File: config.mk
export PLATFORM = sky130hd
export DESIGN_NAME = pc_disparo
export DESIGN_NICKNAME = d
export VERILOG_FILES = /design/src/rtl/batalla_pkg.sv /design/src/rtl/pc_lfsr.sv /design/src/rtl/pc_disparo.sv
export SDC_FILE = /design/constraint.sdc
export NUM_CORES = 1
export LEC_CHECK = 0
export ABC_AREA = 1
export CORE_UTILIZATION = 50
export DETAILED_ROUTE_END_ITERATION = 8
export PLACE_DENSITY_LB_ADDON = 0.08
export SLEW_MARGIN = 20
export SYNTH_ARGS = -nofsm -noshare
export SYNTH_HDL_FRONTEND = slang
export SYNTH_SLANG_ARGS = --single-unit
File: constraint.sdc
create_clock -name clk -period 3.4 [get_ports clk]
set_input_delay 0.85 -clock clk [delete_from_list [all_inputs] [get_ports clk]]
set_output_delay 0.85 -clock clk [all_outputs]
set_load 0.01 [all_outputs]
File: src/rtl/batalla_pkg.sv
// Shared board encodings, board types and PC-shooter FSM states for the
// battleship game datapath.
package batalla_pkg;

    localparam int BOARD_N = 5;

    typedef logic [2:0] cell_t;
    typedef cell_t board_t [BOARD_N][BOARD_N];

    localparam cell_t WATER = 3'b001;
    localparam cell_t SHIP  = 3'b010;
    localparam cell_t NHIT  = 3'b100;
    localparam cell_t HIT   = 3'b111;

    typedef enum logic [2:0] {
        S_IDLE,
        S_THINK,
        S_PICK,
        S_FIRE,
        S_DONE
    } pc_state_t;

    function automatic logic is_shot(input cell_t c);
        return (c == HIT) || (c == NHIT);
    endfunction

endpackage

File: src/rtl/pc_lfsr.sv
// Free-running 8-bit Fibonacci LFSR (taps 8,6,5,4) used to randomise the
// PC's starting target cell.
module pc_lfsr #(
    parameter logic [7:0] SEED = 8'hA5
) (
    input  logic       clk,
    input  logic       rst_n,
    output logic [7:0] q
);

    logic [7:0] q_q;
    logic [7:0] q_d;

    always_comb begin
        q_d = {q_q[6:0], q_q[7] ^ q_q[5] ^ q_q[4] ^ q_q[3]};
    end

    always_ff @(posedge clk or negedge rst_n) begin
        if (!rst_n) q_q <= SEED;
        else        q_q <= q_d;
    end

    assign q = q_q;

endmodule

File: src/rtl/pc_disparo.sv
// PC shooter: on its turn picks a random not-yet-shot cell of the player's
// board, records HIT/NHIT in a registered copy and hands the turn back.
module pc_disparo
    import batalla_pkg::*;
#(
    parameter int unsigned DELAY_CYCLES = 4,
    parameter logic [7:0]  LFSR_SEED    = 8'hA5
) (
    input  logic       clk,
    input  logic       rst_n,
    input  logic       turno_pc,
    input  board_t     player_board,
    output board_t     updated_player_board,
    output logic [2:0] shot_x,
    output logic [2:0] shot_y,
    output logic       shot_valid,
    output logic       hit,
    output logic       no_target,
    output logic       busy,
    output logic       fin_turno
);

    localparam int DW = (DELAY_CYCLES > 1) ? $clog2(DELAY_CYCLES) : 1;
    localparam logic [DW-1:0] DLAST = DW'(DELAY_CYCLES - 1);

    pc_state_t   state_q, state_d;
    logic        turno_q, turno_d;
    logic [DW-1:0] dcnt_q, dcnt_d;
    logic [4:0]  pcnt_q, pcnt_d;
    logic [2:0]  x_q, x_d, y_q, y_d;
    logic [2:0]  shot_x_q, shot_x_d, shot_y_q, shot_y_d;
    logic        shot_valid_q, shot_valid_d;
    logic        hit_q, hit_d;
    logic        no_target_q, no_target_d;
    logic        busy_q, busy_d;
    logic        fin_turno_q, fin_turno_d;
    board_t      board_q, board_d;

    logic [7:0]  lfsr;
    logic [4:0]  idx;
    logic [2:0]  x_start, y_start, x_next, y_next;
    cell_t       cur_cell;
    logic        unused_lfsr;

    pc_lfsr #(.SEED(LFSR_SEED)) u_lfsr (
        .clk   (clk),
        .rst_n (rst_n),
        .q     (lfsr)
    );

    assign unused_lfsr = ^lfsr[7:5];

    // Fold the 5-bit random value into 0..24, then split into row/column.
    always_comb begin
        idx      = (lfsr[4:0] >= 5'd25) ? (lfsr[4:0] - 5'd25) : lfsr[4:0];
        x_start  = 3'(idx / 5'd5);
        y_start  = 3'(idx % 5'd5);
        cur_cell = board_q[x_q][y_q];
        if (y_q == 3'd4) begin
            y_next = 3'd0;
            x_next = (x_q == 3'd4) ? 3'd0 : x_q + 3'd1;
        end else begin
            y_next = y_q + 3'd1;
            x_next = x_q;
        end
    end

    always_comb begin
        state_d      = state_q;
        turno_d      = turno_pc;
        dcnt_d       = dcnt_q;
        pcnt_d       = pcnt_q;
        x_d          = x_q;
        y_d          = y_q;
        shot_x_d     = shot_x_q;
        shot_y_d     = shot_y_q;
        shot_valid_d = 1'b0;
        hit_d        = hit_q;
        no_target_d  = no_target_q;
        fin_turno_d  = 1'b0;
        board_d      = board_q;

        case (state_q)
            S_IDLE: begin
                if (turno_pc && !turno_q) begin
                    board_d     = player_board;
                    no_target_d = 1'b0;
                    dcnt_d      = '0;
                    state_d     = S_THINK;
                end
            end
            S_THINK: begin
                if (!turno_pc) begin
                    state_d = S_IDLE;
                end else if (dcnt_q == DLAST) begin
                    x_d     = x_start;
                    y_d     = y_start;
                    pcnt_d  = 5'd0;
                    state_d = S_PICK;
                end else begin
                    dcnt_d = dcnt_q + DW'(1);
                end
            end
            S_PICK: begin
                if (!turno_pc) begin
                    state_d = S_IDLE;
                end else if (!is_shot(cur_cell)) begin
                    state_d = S_FIRE;
                end else if (pcnt_q == 5'd24) begin
                    // Whole board walked without finding an unshot cell.
                    no_target_d = 1'b1;
                    state_d     = S_DONE;
                end else begin
                    x_d    = x_next;
                    y_d    = y_next;
                    pcnt_d = pcnt_q + 5'd1;
                end
            end
            S_FIRE: begin
                if (cur_cell == SHIP) begin
                    board_d[x_q][y_q] = HIT;
                    hit_d             = 1'b1;
                end else begin
                    board_d[x_q][y_q] = NHIT;
                    hit_d             = 1'b0;
                end
                shot_x_d     = x_q;
                shot_y_d     = y_q;
                shot_valid_d = 1'b1;
                state_d      = S_DONE;
            end
            S_DONE: begin
                fin_turno_d = 1'b1;
                state_d     = S_IDLE;
            end
            default: state_d = S_IDLE;
        endcase

        busy_d = (state_d != S_IDLE);
    end

    always_ff @(posedge clk or negedge rst_n) begin
        if (!rst_n) begin
            state_q      <= S_IDLE;
            turno_q      <= 1'b0;
            dcnt_q       <= '0;
            pcnt_q       <= 5'd0;
            x_q          <= 3'd0;
            y_q          <= 3'd0;
            shot_x_q     <= 3'd0;
            shot_y_q     <= 3'd0;
            shot_valid_q <= 1'b0;
            hit_q        <= 1'b0;
            no_target_q  <= 1'b0;
            busy_q       <= 1'b0;
            fin_turno_q  <= 1'b0;
            board_q      <= '{default: WATER};
        end else begin
            state_q      <= state_d;
            turno_q      <= turno_d;
            dcnt_q       <= dcnt_d;
            pcnt_q       <= pcnt_d;
            x_q          <= x_d;
            y_q          <= y_d;
            shot_x_q     <= shot_x_d;
            shot_y_q     <= shot_y_d;
            shot_valid_q <= shot_valid_d;
            hit_q        <= hit_d;
            no_target_q  <= no_target_d;
            busy_q       <= busy_d;
            fin_turno_q  <= fin_turno_d;
            board_q      <= board_d;
        end
    end

    assign updated_player_board = board_q;
    assign shot_x               = shot_x_q;
    assign shot_y               = shot_y_q;
    assign shot_valid           = shot_valid_q;
    assign hit                  = hit_q;
    assign no_target            = no_target_q;
    assign busy                 = busy_q;
    assign fin_turno            = fin_turno_q;

endmodule

==> results_dict.tcl <==
set metrics [dict create \
    grt_usage 0.291 \
    period_needed_ps 2910 \
    synth_fp_nets 915 \
    grt_antenna_before_repair 0 \
    yosysUniqueCellTypes 38 \
    ir_worst_vdd_v 0.000512 \
    rrSetupSlack_ps 630 \
    viasPerCell 5.31 \
    dp.final_hpwl_mm 13.2 \
    fin_setup_tns_ps 0 \
    route.detailed.drc 0 \
    place_congestion 0.899 \
    antennaDiodeCount 0 \
    worst_slack_ps 488 \
    cts_tree "yes" \
    crit_path_end_kind "register" \
    whs_ps 354 \
    num_rows 40 \
    min-delay-path-class "reg2reg" \
    ys_seq_area_frac 0.447 \
    yosys_most_used_dff "dfrtp_1" \
    cts_hold_buf 0 \
    cts_resized 0 \
    first_pass_iters 5 \
    post_drt_wl_per_cell_um 15.8 \
    drt-initial-drc-count 573 \
    clock-skew-final_ps 5.57 \
    arrival_ps 3150 \
    clock_latency_ps 360 \
    grt-ovfl-total 0 \
    antenna_left 0 \
    slew_headroom 0.308 \
    fp.dieW_um 114 \
    synth_area_um2 6290 \
    die_area_um2 13000 \
    drv_slew 0 \
    synth_edf_count 0 \
    rsz0062_at_grt "no" \
    area_delta_synth_final_pct 33.3 \
    vias 6109 \
    clockBufferDepth 2 \
    core_um2 12200 \
    ios 164 \
    path_clk_slew_ps 70 \
    cts-buffers-inserted 9 \
    place_ws_ps 215 \
    cts.sinks 111 \
    grt_pass1_vias 5791 \
    max_freq_mhz 343 \
    p_total_mw 8.17 \
    root_buffer "clkbuf_16" \
    die_h_um 114 \
    grt_pass1_wl_mm 29.2 \
    cap_violations 0 \
    p_leak_nw 3.85 \
    synth_area_per_cell_um2 7.62 \
    postCtsSetupBuffers 0 \
    crit_path_max_fanout 47 \
    fill_cells 1017 \
    status "complete, no violations" \
    ys_ff_latch 111 \
    ys_warn_count 0 \
    grt_start_max_net_pins 65 \
    worstSetupPathType "in2reg" \
    max_slew.worst_pin.slew_ps 1040 \
    finalHoldViolCount 0 \
    htree_levels 3 \
    period_share 0.857 \
    stdcell_count 1151 \
    drive_gt1_frac 0.108 \
    fin_nets 1067 \
    setup_viol 0 \
    synthArstFlopShare 1.00 \
    powerDensity_nw_per_um2 973 \
    finalWirelength_mm 18.2 \
    synth_cells 826 \
    critPathRequiredTime_ps 3640 \
    port_buffers 163 \
    startpoint_type "primary input" \
    placedCellCount 1135 \
    start_util 0.517 \
]
==> path summary, 6_finish.rpt <==
| kind | from | end | cells past startpoint |
|---|---|---|---|
| min | u_lfsr.q[6] | u_lfsr.q[7] | 0 |
| max in group asynchronous | rst_n | asynchronous set/reset pin | 2 |
| max reg2reg | u_lfsr.q[0] | y_q[1] | 19 |
| max | turno_pc | updated_player_board[5] | 9 |
| min in group asynchronous | rst_n | pcnt_q[0] | 1 |
| min reg2reg | u_lfsr.q[6] | u_lfsr.q[7] | 0 |
==> worst max-delay path, cell delays in order <==
cell             delay, ps
clkdlybuf4s50_1        470
inv_1                  190
nor2_1                  60
o2111ai_1              230
nor2_1                 110
inv_2                  650
nand2_1                300
o22ai_1                220
inv_1                   70
==> cells in the final DEF, fill, tap and decap left out, types with 6 or more instances in the layout <==
cell type,count
nand3_2,25
dfrtp_1,82
nand2_1,253
a31oi_1,51
nor3_1,9
ha_1,11
a21oi_1,6
clkbuf_16,9
nand3_1,48
clkdlybuf4s50_1,162
dfstp_2,29
inv_2,13
o21ai_0,20
o21ai_1,12
nor2_1,107
inv_1,70
o22ai_1,25
==> layer usage <==
| metal | global-route usage | part of all wire |
|---|---|---|
| met1 | 0.413 | 0.45 |
| met2 | 0.456 | 0.46 |
| met3 | 0.0609 | 0.073 |
| met5 | 0 | 0 |
| met4 | 0.0753 | 0.015 |
==> synthesized netlist by cell type, types with 5 or more instances <==
master / number / area, µm²
nand2_1: 253 / 950
nor2_1: 108 / 405
dfrtp_1: 82 / 2050
inv_1: 70 / 263
a31oi_1: 51 / 319
nand3_1: 48 / 240
dfstp_2: 29 / 762
nand3_2: 25 / 250
o22ai_1: 25 / 156
o21ai_0: 20 / 100
clkbuf_1: 14 / 52.6
inv_2: 13 / 48.8
o21ai_1: 12 / 60.1
ha_1: 11 / 138
nor3_1: 9 / 45.0
a21oi_1: 6 / 30.0
buf_6: 6 / 67.6
nand2_2: 5 / 31.3
nor2_2: 5 / 31.3
==> metrics by stage <==
step / utilization / instance area, µm²
finish: 0.690 / 8390
global route: 0.690 / 8390
CTS: 0.690 / 8390
detailed placement: 0.659 / 8010
global placement: 0.659 / 8010
floorplan: - / 6290
==> kinds of logic (layout without fill, tap and decap cells) <==
family,count (synthesis),count (layout),synth area share
AO/OA/AOI/OAI,126,126,0.121
adder cells (fa/ha/maj),11,11,0.0219
AND/OR/NAND/NOR,461,461,0.322
XOR/XNOR,7,7,0.00974
flip-flops,111,111,0.447
buffers and inverters,110,267,0.0781
==> layout make-up <==
cell class                      instances  area, µm²  area share
Inverter                               83        312      0.0371
Clock inverter                          5        128      0.0152
Clock buffer                           11        253      0.0301
Tap cell                              168        210      0.0251
Timing Repair Buffer                  168       1680       0.200
Sequential cell                       111       2810       0.335
Multi-Input combinational cell        605       3000       0.357
==> report_power, final <==
part           switching, mW  internal, mW
combinational           2.53          1.77
sequential             0.567          1.99
clock                  0.478         0.835
total                   3.57          4.59
No activity file was read; power rests on OpenSTA's default activity.
